### src/rtl/canvas_pkg.sv
`default_nettype none
// ============================================================================
//  Module      : canvas_pkg
//  Description : Shared canvas geometry, types and (x,y) helpers for the
//                canvas arbiter slice.
//  Revision    : 1.0 - initial release
// ============================================================================
package canvas_pkg;

  localparam int WIDTH  = 160;
  localparam int HEIGHT = 120;
  localparam int CBIT   = 11;
  localparam int AW     = 15;
  localparam int PIXELS = WIDTH * HEIGHT;
  localparam int XW     = 8;
  localparam int YW     = 7;

  typedef logic [CBIT:0] colour_t;
  typedef logic [AW-1:0] addr_t;
  typedef logic [XW-1:0] xcoord_t;
  typedef logic [YW-1:0] ycoord_t;

  typedef enum logic [0:0] {
    ST_ARB   = 1'b0,
    ST_CLEAR = 1'b1
  } arb_state_t;

  // y*160 + x as two shifts and adds; fits AW even for out-of-range inputs
  function automatic addr_t xy_to_addr(input xcoord_t x, input ycoord_t y);
    addr_t yw;
    yw = addr_t'(y);
    return (yw << 7) + (yw << 5) + addr_t'(x);
  endfunction

  function automatic logic in_range(input xcoord_t x, input ycoord_t y);
    return (int'(x) < WIDTH) && (int'(y) < HEIGHT);
  endfunction

endpackage
`default_nettype wire

### src/rtl/canvas_arbiter_if.sv
`default_nettype none
// ============================================================================
//  Module      : canvas_arbiter_if
//  Description : Bundle of requester, clear, canvas RAM and VGA plot signals
//                around the canvas arbiter. slave = arbiter side,
//                master = surrounding system side.
//  Revision    : 1.0 - initial release
// ============================================================================
interface canvas_arbiter_if;
  import canvas_pkg::*;

  logic    req0_valid, req0_ready, req0_we;
  xcoord_t req0_x;
  ycoord_t req0_y;
  colour_t req0_wdata;
  logic    req1_valid, req1_ready, req1_we;
  xcoord_t req1_x;
  ycoord_t req1_y;
  colour_t req1_wdata;

  logic    rsp0_valid, rsp1_valid;
  colour_t rsp0_rdata, rsp1_rdata;

  logic    clear_start;
  colour_t clear_colour;
  logic    clear_busy;

  addr_t   mem_addr;
  colour_t mem_data;
  logic    mem_wren;
  colour_t mem_q;

  xcoord_t vga_x;
  ycoord_t vga_y;
  colour_t vga_colour;
  logic    vga_plot;

  modport slave (
    input  req0_valid, req0_we, req0_x, req0_y, req0_wdata,
    input  req1_valid, req1_we, req1_x, req1_y, req1_wdata,
    output req0_ready, req1_ready,
    output rsp0_valid, rsp0_rdata, rsp1_valid, rsp1_rdata,
    input  clear_start, clear_colour,
    output clear_busy,
    output mem_addr, mem_data, mem_wren,
    input  mem_q,
    output vga_x, vga_y, vga_colour, vga_plot
  );

  modport master (
    output req0_valid, req0_we, req0_x, req0_y, req0_wdata,
    output req1_valid, req1_we, req1_x, req1_y, req1_wdata,
    input  req0_ready, req1_ready,
    input  rsp0_valid, rsp0_rdata, rsp1_valid, rsp1_rdata,
    output clear_start, clear_colour,
    input  clear_busy,
    input  mem_addr, mem_data, mem_wren,
    output mem_q,
    input  vga_x, vga_y, vga_colour, vga_plot
  );

endinterface
`default_nettype wire

### src/rtl/canvas_addr_gen.sv
`default_nettype none
// ============================================================================
//  Module      : canvas_addr_gen
//  Description : Registered (x,y) -> canvas address conversion with range
//                check. Out-of-range writes never raise the write enable;
//                out-of-range reads are flagged so their data can be zeroed.
//  Revision    : 1.0 - initial release
// ============================================================================
module canvas_addr_gen
  import canvas_pkg::*;
(
  input  logic    clk_i,
  input  logic    rst_i,
  input  logic    en_i,
  input  logic    we_i,
  input  xcoord_t x_i,
  input  ycoord_t y_i,
  input  colour_t data_i,
  output addr_t   addr_o,
  output colour_t data_o,
  output logic    wren_o,
  output logic    rd_ok_o
);

  addr_t   addr_q, addr_d;
  colour_t data_q;
  logic    wren_q, rd_ok_q;
  logic    hit_d;

  // address and range check of the request presented this cycle
  always_comb begin
    addr_d = xy_to_addr(x_i, y_i);
    hit_d  = in_range(x_i, y_i);
  end

  // register address/data; enables only for in-range accesses
  always_ff @(posedge clk_i or posedge rst_i) begin
    if (rst_i) begin
      addr_q  <= '0;
      data_q  <= '0;
      wren_q  <= 1'b0;
      rd_ok_q <= 1'b0;
    end else begin
      wren_q  <= en_i && we_i && hit_d;
      rd_ok_q <= en_i && !we_i && hit_d;
      if (en_i) addr_q <= addr_d;
      if (en_i && we_i) data_q <= data_i;
    end
  end

  assign addr_o  = addr_q;
  assign data_o  = data_q;
  assign wren_o  = wren_q;
  assign rd_ok_o = rd_ok_q;

endmodule
`default_nettype wire

### src/rtl/canvas_arbiter.sv
`default_nettype none
// ============================================================================
//  Module      : canvas_arbiter
//  Description : Shares the single-port canvas RAM between the game FSM
//                (port 0) and the blitter (port 1) with round-robin on
//                contention, runs the full-canvas clear sweep and returns
//                read data two cycles after acceptance.
//                Optional macro CANVAS_ARB_PLOT_EN mirrors every committed
//                write onto the vga_* plot outputs; otherwise they read 0.
//  Revision    : 1.0 - initial release
// ============================================================================
module canvas_arbiter
  import canvas_pkg::*;
(
  input  logic            clk_i,
  input  logic            rst_i,
  canvas_arbiter_if.slave bus
);

  arb_state_t state_q;
  logic       prio_q;
  logic       busy_q;
  colour_t    clr_colour_q;
  xcoord_t    clr_x_q;
  ycoord_t    clr_y_q;

  logic       gnt0, gnt1;
  logic       ag_en, ag_we;
  xcoord_t    ag_x;
  ycoord_t    ag_y;
  colour_t    ag_data;
  logic       ag_rd_ok;
  logic       sweep_last;

  logic       rd_v1_q, rd_tag1_q;
  logic       rd_v2_q, rd_tag2_q, rd_ok2_q;
  colour_t    rd0_hold_q, rd1_hold_q;
  colour_t    rd_now;

  // grant: clear_start blocks both ports; contention resolved by the pointer
  always_comb begin
    gnt0 = 1'b0;
    gnt1 = 1'b0;
    if (state_q == ST_ARB && !bus.clear_start) begin
      if (bus.req0_valid && (!bus.req1_valid || !prio_q)) gnt0 = 1'b1;
      else if (bus.req1_valid)                           gnt1 = 1'b1;
    end
  end

  // the sweep and the granted port share one address generator
  always_comb begin
    ag_en   = 1'b0;
    ag_we   = 1'b0;
    ag_x    = '0;
    ag_y    = '0;
    ag_data = '0;
    if (state_q == ST_CLEAR) begin
      ag_en   = 1'b1;
      ag_we   = 1'b1;
      ag_x    = clr_x_q;
      ag_y    = clr_y_q;
      ag_data = clr_colour_q;
    end else if (gnt1) begin
      ag_en   = 1'b1;
      ag_we   = bus.req1_we;
      ag_x    = bus.req1_x;
      ag_y    = bus.req1_y;
      ag_data = bus.req1_wdata;
    end else if (gnt0) begin
      ag_en   = 1'b1;
      ag_we   = bus.req0_we;
      ag_x    = bus.req0_x;
      ag_y    = bus.req0_y;
      ag_data = bus.req0_wdata;
    end
  end

  assign sweep_last = (clr_x_q == xcoord_t'(WIDTH - 1)) &&
                      (clr_y_q == ycoord_t'(HEIGHT - 1));

  // control FSM: arbitration pointer, clear latch and sweep counters
  always_ff @(posedge clk_i or posedge rst_i) begin
    if (rst_i) begin
      state_q      <= ST_ARB;
      prio_q       <= 1'b0;
      busy_q       <= 1'b0;
      clr_colour_q <= '0;
      clr_x_q      <= '0;
      clr_y_q      <= '0;
    end else begin
      case (state_q)
        ST_ARB: begin
          if (bus.clear_start) begin
            state_q      <= ST_CLEAR;
            busy_q       <= 1'b1;
            clr_colour_q <= bus.clear_colour;
            clr_x_q      <= '0;
            clr_y_q      <= '0;
          end else if (bus.req0_valid && bus.req1_valid) begin
            prio_q <= ~prio_q;
          end
        end
        ST_CLEAR: begin
          if (sweep_last) begin
            state_q <= ST_ARB;
            busy_q  <= 1'b0;
          end else if (clr_x_q == xcoord_t'(WIDTH - 1)) begin
            clr_x_q <= '0;
            clr_y_q <= clr_y_q + 1'b1;
          end else begin
            clr_x_q <= clr_x_q + 1'b1;
          end
        end
        default: state_q <= ST_ARB;
      endcase
    end
  end

  canvas_addr_gen u_addr_gen (
    .clk_i   (clk_i),
    .rst_i   (rst_i),
    .en_i    (ag_en),
    .we_i    (ag_we),
    .x_i     (ag_x),
    .y_i     (ag_y),
    .data_i  (ag_data),
    .addr_o  (bus.mem_addr),
    .data_o  (bus.mem_data),
    .wren_o  (bus.mem_wren),
    .rd_ok_o (ag_rd_ok)
  );

  // two-stage read tag pipeline lining up with the RAM read latency
  always_ff @(posedge clk_i or posedge rst_i) begin
    if (rst_i) begin
      rd_v1_q   <= 1'b0;
      rd_tag1_q <= 1'b0;
      rd_v2_q   <= 1'b0;
      rd_tag2_q <= 1'b0;
      rd_ok2_q  <= 1'b0;
    end else begin
      rd_v1_q   <= (gnt0 || gnt1) && !ag_we;
      rd_tag1_q <= gnt1;
      rd_v2_q   <= rd_v1_q;
      rd_tag2_q <= rd_tag1_q;
      rd_ok2_q  <= ag_rd_ok;
    end
  end

  assign rd_now         = rd_ok2_q ? bus.mem_q : '0;
  assign bus.rsp0_valid = rd_v2_q && !rd_tag2_q;
  assign bus.rsp1_valid = rd_v2_q && rd_tag2_q;
  assign bus.rsp0_rdata = bus.rsp0_valid ? rd_now : rd0_hold_q;
  assign bus.rsp1_rdata = bus.rsp1_valid ? rd_now : rd1_hold_q;

  // keep each port's last response visible until the next one
  always_ff @(posedge clk_i or posedge rst_i) begin
    if (rst_i) begin
      rd0_hold_q <= '0;
      rd1_hold_q <= '0;
    end else begin
      if (bus.rsp0_valid) rd0_hold_q <= rd_now;
      if (bus.rsp1_valid) rd1_hold_q <= rd_now;
    end
  end

  assign bus.req0_ready = gnt0;
  assign bus.req1_ready = gnt1;
  assign bus.clear_busy = busy_q;

`ifdef CANVAS_ARB_PLOT_EN
  logic    plot_q;
  xcoord_t plot_x_q;
  ycoord_t plot_y_q;
  colour_t plot_c_q;
  logic    commit;

  assign commit = ag_en && ag_we && in_range(ag_x, ag_y);

  // mirror each committed canvas write onto the VGA plot port
  always_ff @(posedge clk_i or posedge rst_i) begin
    if (rst_i) begin
      plot_q   <= 1'b0;
      plot_x_q <= '0;
      plot_y_q <= '0;
      plot_c_q <= '0;
    end else begin
      plot_q <= commit;
      if (commit) begin
        plot_x_q <= ag_x;
        plot_y_q <= ag_y;
        plot_c_q <= ag_data;
      end
    end
  end

  assign bus.vga_plot   = plot_q;
  assign bus.vga_x      = plot_x_q;
  assign bus.vga_y      = plot_y_q;
  assign bus.vga_colour = plot_c_q;
`else
  assign bus.vga_plot   = 1'b0;
  assign bus.vga_x      = '0;
  assign bus.vga_y      = '0;
  assign bus.vga_colour = '0;
`endif

endmodule
`default_nettype wire

### src/flat_wrapper.sv
// flat-port wrapper written by rule: the top's interface ports become plain ports
module canvas_arbiter_flat import canvas_pkg::*;
  (clk_i, rst_i, bus_req0_valid, bus_req0_we, bus_req0_x, bus_req0_y, bus_req0_wdata, bus_req1_valid, bus_req1_we, bus_req1_x, bus_req1_y, bus_req1_wdata, bus_req0_ready, bus_req1_ready, bus_rsp0_valid, bus_rsp0_rdata, bus_rsp1_valid, bus_rsp1_rdata, bus_clear_start, bus_clear_colour, bus_clear_busy, bus_mem_addr, bus_mem_data, bus_mem_wren, bus_mem_q, bus_vga_x, bus_vga_y, bus_vga_colour, bus_vga_plot);
  canvas_arbiter_if bus_i ();
  input  logic clk_i;
  input  logic rst_i;
  input wire logic [$bits(bus_i.req0_valid)-1:0] bus_req0_valid;
  input wire logic [$bits(bus_i.req0_we)-1:0] bus_req0_we;
  input wire logic [$bits(bus_i.req0_x)-1:0] bus_req0_x;
  input wire logic [$bits(bus_i.req0_y)-1:0] bus_req0_y;
  input wire logic [$bits(bus_i.req0_wdata)-1:0] bus_req0_wdata;
  input wire logic [$bits(bus_i.req1_valid)-1:0] bus_req1_valid;
  input wire logic [$bits(bus_i.req1_we)-1:0] bus_req1_we;
  input wire logic [$bits(bus_i.req1_x)-1:0] bus_req1_x;
  input wire logic [$bits(bus_i.req1_y)-1:0] bus_req1_y;
  input wire logic [$bits(bus_i.req1_wdata)-1:0] bus_req1_wdata;
  output wire logic [$bits(bus_i.req0_ready)-1:0] bus_req0_ready;
  output wire logic [$bits(bus_i.req1_ready)-1:0] bus_req1_ready;
  output wire logic [$bits(bus_i.rsp0_valid)-1:0] bus_rsp0_valid;
  output wire logic [$bits(bus_i.rsp0_rdata)-1:0] bus_rsp0_rdata;
  output wire logic [$bits(bus_i.rsp1_valid)-1:0] bus_rsp1_valid;
  output wire logic [$bits(bus_i.rsp1_rdata)-1:0] bus_rsp1_rdata;
  input wire logic [$bits(bus_i.clear_start)-1:0] bus_clear_start;
  input wire logic [$bits(bus_i.clear_colour)-1:0] bus_clear_colour;
  output wire logic [$bits(bus_i.clear_busy)-1:0] bus_clear_busy;
  output wire logic [$bits(bus_i.mem_addr)-1:0] bus_mem_addr;
  output wire logic [$bits(bus_i.mem_data)-1:0] bus_mem_data;
  output wire logic [$bits(bus_i.mem_wren)-1:0] bus_mem_wren;
  input wire logic [$bits(bus_i.mem_q)-1:0] bus_mem_q;
  output wire logic [$bits(bus_i.vga_x)-1:0] bus_vga_x;
  output wire logic [$bits(bus_i.vga_y)-1:0] bus_vga_y;
  output wire logic [$bits(bus_i.vga_colour)-1:0] bus_vga_colour;
  output wire logic [$bits(bus_i.vga_plot)-1:0] bus_vga_plot;
  assign bus_i.req0_valid = bus_req0_valid;
  assign bus_i.req0_we = bus_req0_we;
  assign bus_i.req0_x = bus_req0_x;
  assign bus_i.req0_y = bus_req0_y;
  assign bus_i.req0_wdata = bus_req0_wdata;
  assign bus_i.req1_valid = bus_req1_valid;
  assign bus_i.req1_we = bus_req1_we;
  assign bus_i.req1_x = bus_req1_x;
  assign bus_i.req1_y = bus_req1_y;
  assign bus_i.req1_wdata = bus_req1_wdata;
  assign bus_req0_ready = bus_i.req0_ready;
  assign bus_req1_ready = bus_i.req1_ready;
  assign bus_rsp0_valid = bus_i.rsp0_valid;
  assign bus_rsp0_rdata = bus_i.rsp0_rdata;
  assign bus_rsp1_valid = bus_i.rsp1_valid;
  assign bus_rsp1_rdata = bus_i.rsp1_rdata;
  assign bus_i.clear_start = bus_clear_start;
  assign bus_i.clear_colour = bus_clear_colour;
  assign bus_clear_busy = bus_i.clear_busy;
  assign bus_mem_addr = bus_i.mem_addr;
  assign bus_mem_data = bus_i.mem_data;
  assign bus_mem_wren = bus_i.mem_wren;
  assign bus_i.mem_q = bus_mem_q;
  assign bus_vga_x = bus_i.vga_x;
  assign bus_vga_y = bus_i.vga_y;
  assign bus_vga_colour = bus_i.vga_colour;
  assign bus_vga_plot = bus_i.vga_plot;
  canvas_arbiter u_core (.clk_i(clk_i), .rst_i(rst_i), .bus(bus_i));
endmodule
### config.mk
export PLATFORM = sky130hd
export DESIGN_NAME = canvas_arbiter_flat
export DESIGN_NICKNAME = d
export VERILOG_FILES = /design/src/rtl/canvas_pkg.sv /design/src/rtl/canvas_arbiter_if.sv /design/src/rtl/canvas_addr_gen.sv /design/src/rtl/canvas_arbiter.sv /design/src/flat_wrapper.sv
export SDC_FILE = /design/constraint.sdc
export NUM_CORES = 1
export LEC_CHECK = 0
export ABC_CLOCK_PERIOD_IN_PS = 8000
export BUFFER_PORTS_ARGS = -buffer_cell sky130_fd_sc_hd__buf_2
export CELL_PAD_IN_SITES_DETAIL_PLACEMENT = 1
export CELL_PAD_IN_SITES_GLOBAL_PLACEMENT = 1
export CORE_AREA = 2 2 112 114
export CTS_CLUSTER_SIZE = 12
export DETAILED_ROUTE_END_ITERATION = 7
export DIE_AREA = 0 0 114 116
export HOLD_SLACK_MARGIN = 0.12
export PLACE_DENSITY = 0.89
export SETUP_SLACK_MARGIN = 0.1
export SYNTH_ARGS = -nofsm -noshare
export SYNTH_HDL_FRONTEND = slang
export SYNTH_HIERARCHICAL = 1
export SYNTH_SLANG_ARGS = --single-unit
export TNS_END_PERCENT = 5
### constraint.sdc
create_clock -name clk_i -period 8 [get_ports clk_i]
set_input_delay 0 -clock clk_i [delete_from_list [all_inputs] [get_ports clk_i]]
set_output_delay 0 -clock clk_i [all_outputs]
set_load 0.005 [all_outputs]
Yosys cells after proc, flatten, opt, wreduce, memory -nomap -nowiden
Cells that the tools add are included.
Operators by class
  reduce and logical (&&, ||, !) cells: 24
  eq/ne operators: 6
  add/subtract/negate cells: 4
  bitwise operators: 3
  order comparisons: 2
  multiplexer cells: 37
Operator list (number)
  $mux W12: 6
  $mux W8: 6
  $mux W7: 6
  $pmux W8 S2: 1
  $add A14 B12 Y15: 1
  $add A15 B8 Y15: 1
  $mux W1: 15
  $pmux W7 S2: 1
  $logic_and A1 B1 Y1: 12
  $add A8 B1 Y8 const B: 1
  $eq A8 B8 Y1 const B: 1
  $lt A8 B8 Y1 const B: 1
  $ne A2 B2 Y1 const B: 4
  $add A7 B1 Y7 const B: 1
  $eq A7 B7 Y1 const B: 1
  $lt A7 B7 Y1 const B: 1
  $reduce_and A2 Y1: 3
  $reduce_and A3 Y1: 2
  $logic_not A1 Y1: 5
  $pmux W1 S2: 2
  $not A1 Y1: 3
  $logic_or A1 B1 Y1: 2
Storage, ports and cells
  output and inout port bits: 85
  register bits: 88

Logic depth before layout (Yosys ltp)
  depth after elaboration: 11
  depth in mapped cells: 15
  gate-level depth less buffers: 12

Modules after synthesis
The synthesis kept the hierarchy.
Modules (own cells, without submodules)
  canvas_arbiter: times used 1, sequential area each 1476.4 µm², cells an instance 331, area an instance 3151.8 µm²
  canvas_addr_gen: times used 1, sequential area each 725.7 µm², cells an instance 129, area an instance 1526.5 µm²

Least setup slack after synthesis
No wires, ideal clock.
  path kind: reg2reg
  from: register u_core.state_q
  to: register u_core.u_addr_gen.addr_q[13] (netlist: u_core/u_addr_gen/addr_o[13])
  required time: 7.872 ns
  setup slack: 4.836 ns
  arrival time: 3.036 ns
  period minus slack after synthesis: 3.164 ns
  setup time: 0.128 ns
  stages on the path, launching flop included: 16
  cells stage by stage: dfrtp_1 > buf_6 > nor2_1 > and3_1 > buf_2 > buf_2 > a222oi_1 > inv_1 > inv_1 > fa_1 > inv_1 > ha_1 > a211oi_1 > o21ai_0 > mux2i_1 > nand3_1
On the way
  word-level cells in the longest chain between the ends: 8
Ends and longest elaborated chain
  start, declared: RTL line canvas_arbiter.sv:20  | arb_state_t state_q;
  start signal, assigned: RTL line canvas_arbiter.sv:84  | state_q <= ST_ARB;
  start signal, assigned: RTL line canvas_arbiter.sv:94  | state_q <= ST_CLEAR;
  start signal, assigned: RTL line canvas_arbiter.sv:105  | state_q <= ST_ARB;
  $not A1 Y1 (no source line)
  $logic_and A1 B1 Y1: RTL line canvas_arbiter.sv:44  | if (state_q == ST_ARB && !bus.clear_start) begin
  $mux W1: RTL line canvas_arbiter.sv:44
  $mux W7: RTL line canvas_arbiter.sv:69  | end else if (gnt0) begin
  $mux W7: RTL line canvas_arbiter.sv:63  | end else if (gnt1) begin
  $mux W7 (*): RTL line canvas_arbiter.sv:57  | if (state_q == ST_CLEAR) begin
  named net u_core.ag_y[2]: RTL line canvas_arbiter.sv:30  | ycoord_t ag_y;
  $add A14 B12 Y15 (*): RTL line canvas_pkg.sv:32  | return (yw << 7) + (yw << 5) + addr_t'(x);
  $add A15 B8 Y15 (*): RTL line canvas_pkg.sv:32
  end signal, assigned: RTL line canvas_addr_gen.sv:46  | if (en_i) addr_q <= addr_d;
  end, declared: RTL line canvas_addr_gen.sv:25  | addr_t addr_q, addr_d;
The timed path passes the listed nets; every way through them passes the cells marked *.
A chain may end at the register's enable or synchronous reset.

Final worst setup path
Ends and elaborated chain as after synthesis.

==> qor.yml <==
outcome: "finished clean"
portBuffers: 141
synthArstFlopShare_pct: 100.0
ys.flop_type: "dfrtp_1"
clk_pin_slew_ns: 0.08
worst-endpoint-arrival_ns: 4.75
finalPower_uw: 1548
switching_power_uw: 565.3
clock_latency_ns: 0.36
wl_per_cell_um: 24.14
power_density_nw_per_um2: 243.0
final_nets: 764
r2r_slack_ns: 3.47
yosysUniqueCellTypes: 60
switching_share_pct: 36.52
hold_path_class: "input port to flop"
clockRootBuffer: "clkbuf_16"
tightest_slew_ns: 0.8119
whs_path_depth: 6
fmax_mhz: 220.9
grt_use_total_pct: 30.18
path_class: "flop to flop"
synth_warnings: 6
ios: 170
maxCapViolations: 0
critPathBufInv: 4
required_ns: 8.22
dieArea_um2: 13220
seqPwrFrac_pct: 40.1
clockBufferDepth: 2
power_frac_comb_pct: 32.3
drv_slew: 0
crit_start: "u_core/state_q"
clock_sinks: 88
rsz0062_at_grt: "no"
cp_slowest_cell: "and3_1"
dpl.hpwl_mm: 10.68
wl_mm: 19.65
die_w_um: 114
setup_violations: 0
period_minus_slack_ns: 4.526
cts_setup_buffers: 0
yosysSeqAreaShare_pct: 47.07
antenna_found_initial: 0
power.internal_uw: 982.4
ant_nets: 0
syn_to_final_growth_pct: 36.16
coreArea_um2: 11910
drt-initial-drc-count: 757
start_kind: "flop"
min_from: "bus_req0_y[4]"
slowest_delay_ns: 0.61
netlist_top_cells_count: "dfrtp_1 (88), nand2_1 (53), inv_1 (44), o21ai_0 (37), mux2_2 (33)"
critPathMaxFanout: 46
die_h_um: 116
power_frac_clock_pct: 27.6
syn_inst: 460
h-tree-depth: 3
grt_pass1_vias: 5178
final.setup.tns_ns: 0
cts_tree: "done"
syn-cell-area_um2: 4678
cp-end-kind: "flop"
ys_seq_elements: 88
crit_chain: "buf_4 > nor2_1 > and3_1 > buf_4 > a221oi_1 > nor2_1 > inv_1 > fa_1 > inv_1 > ha_1 > a211oi_1 > o21ai_0 > mux2i_1 > nand3_1"
gp_congestion: 0.8590
crit_family: "simple AND/OR/NAND/NOR gates"
vias: 4819
synth_top_cell_area_share_pct: 47.07
layout-drive-gt1-share_pct: 31.18
syn_area_per_cell_um2: 10.17
ys_top_cells_by_area: "dfrtp_1 (47%), mux2_2 (7.9%), a222oi_1 (5.1%)"
viasPerCell: 5.920
drc: 0
fin_skew_ns: 0.01984
slew-limit-headroom_pct: 45.88
synth.most_common_cell: "dfrtp_1"
finalHoldViolations: 0
synth_edf_count: 0
r2r_cells: 14
grt_max_degree: 60
fp-row-count: 40
synth_top_area_cell: "dfrtp_1"
post-route-period-util_pct: 56.58
grt_pass1_wl_mm: 30.17
reg2reg_to: "u_core/u_addr_gen/addr_o[13]"
diodes: 0
cts_resized: 0
leakage_uw: 0.003160
whs_endpoint: "u_core/u_addr_gen/wren_o"
drt-pass1-iter-count: 7
cts_buffers: 9
grt_overflow_total: 0
timing.rr.start: "u_core/state_q"
initial_core_util_pct: 39.28
peakVddDrop_mv: 0.1404
## power groups by stage
stage          logic (uW)  registers (uW)  clock network, uW
6_report              499             621                427
5_1_grt               527             625                456
4_1_cts               445             599                429
3_5_place_dp          395             605                  0
3_3_place_gp          359             599                  0
2_1_floorplan         262             580                  0
## flip-flops by register name, indices dropped and copies added (netlist names)
register	flops
u_core/rd_v1_q	1
u_core/u_addr_gen/wren_o	1
u_core/clr_colour_q	12
u_core/rd1_hold_q	12
u_core/rd_tag1_q	1
u_core/rd_tag2_q	1
u_core/u_addr_gen/rd_ok_o	1
u_core/prio_q	1
u_core/u_addr_gen/addr_o	15
u_core/state_q	1
u_core/rd0_hold_q	12
u_core/clr_x_q	8
u_core/rd_ok2_q	1
u_core/rd_v2_q	1
u_core/u_addr_gen/data_o	12
u_core/clr_y_q	7
u_core/bus.clear_busy	1
## layer usage
metal | share of wire, % | routed length, um | global-route usage, % | up-vias
li1 | - | - | - | 1989
met4 | 4.3 | 839 | 14.15 | 0
met2 | 48 | 9367 | 50.24 | 394
met5 | 0 | 0 | 0 | -
met3 | 10 | 1959 | 9.519 | 89
met1 | 38 | 7484 | 35.77 | 2347
## kinds of logic (layout without fill, tap and decap cells)
logic type	count (synthesis)	in the layout	synth area share (%)
AND/OR/NAND/NOR	115	115	11.87
buffers and inverters	96	276	10.38
XOR/XNOR	3	3	0.5618
AO/OA/AOI/OAI	104	104	16.48
other	1	28	0.08016
adder cells (fa/ha/maj)	17	17	4.868
flip-flops	88	88	47.07
multiplexers	36	36	8.692
## worst max-delay path by stage
stage	end	slack, ns	cells past startpoint
finish	u_core/u_addr_gen/addr_o[13]	3.47	14
global route	u_core/u_addr_gen/addr_o[13]	3.34	14
CTS	u_core/u_addr_gen/addr_o[13]	3.85	16
detailed placement	u_core/u_addr_gen/addr_o[13]	3.91	14
global placement	u_core/u_addr_gen/addr_o[13]	4.12	14
floorplan	u_core/u_addr_gen/addr_o[13]	4.84	15
## cell type report
class	count	area, um2
fill	1313	5542
inverter	45	168.9
tap	147	183.9
clock inverter	6	50.05
timing repair buffer	215	1429
multi-input combinational	303	2097
sequential	88	2202
clock buffer	10	239.0
## placed cells by master, fill, tap and decap left out, types with 7 or more instances in the layout
cell type,instances
dlygate4sd3_1,67
a21oi_1,9
nand3_1,13
nand2_1,53
buf_2,141
ha_1,15
mux2_2,33
conb_1,28
o21ai_0,36
nor2_1,15
dfrtp_1,88
a222oi_1,24
buf_4,7
inv_1,43
clkbuf_16,9
## worst min-delay path, stage by stage
cell and delay (ns):
buf_2 0.08, a222oi_1 0.06, inv_1 0.13, nand4_1 0.11, nand3_1 0.11, nor2_1 0.04
## timing repair
item	CTS	global route
hold buffers	66	1
setup endpoints to repair	0	0
hold endpoints to repair	147	1
## metrics by stage
stage,instance area [um2],hold WS (ns),util (%),instances,worst slack (ns)
2_1_floorplan,4780,0.07811,-,487,4.836
3_3_place_gp,5410,0.1154,45.42,731,4.116
3_5_place_dp,5410,0.1345,45.42,731,3.909
4_1_cts,6360,0.1208,53.39,813,3.854
5_1_grt,6370,0.2418,53.48,814,3.335
6_report,6370,0.2333,53.48,814,3.474
No activity file was read; power rests on OpenSTA's default activity.
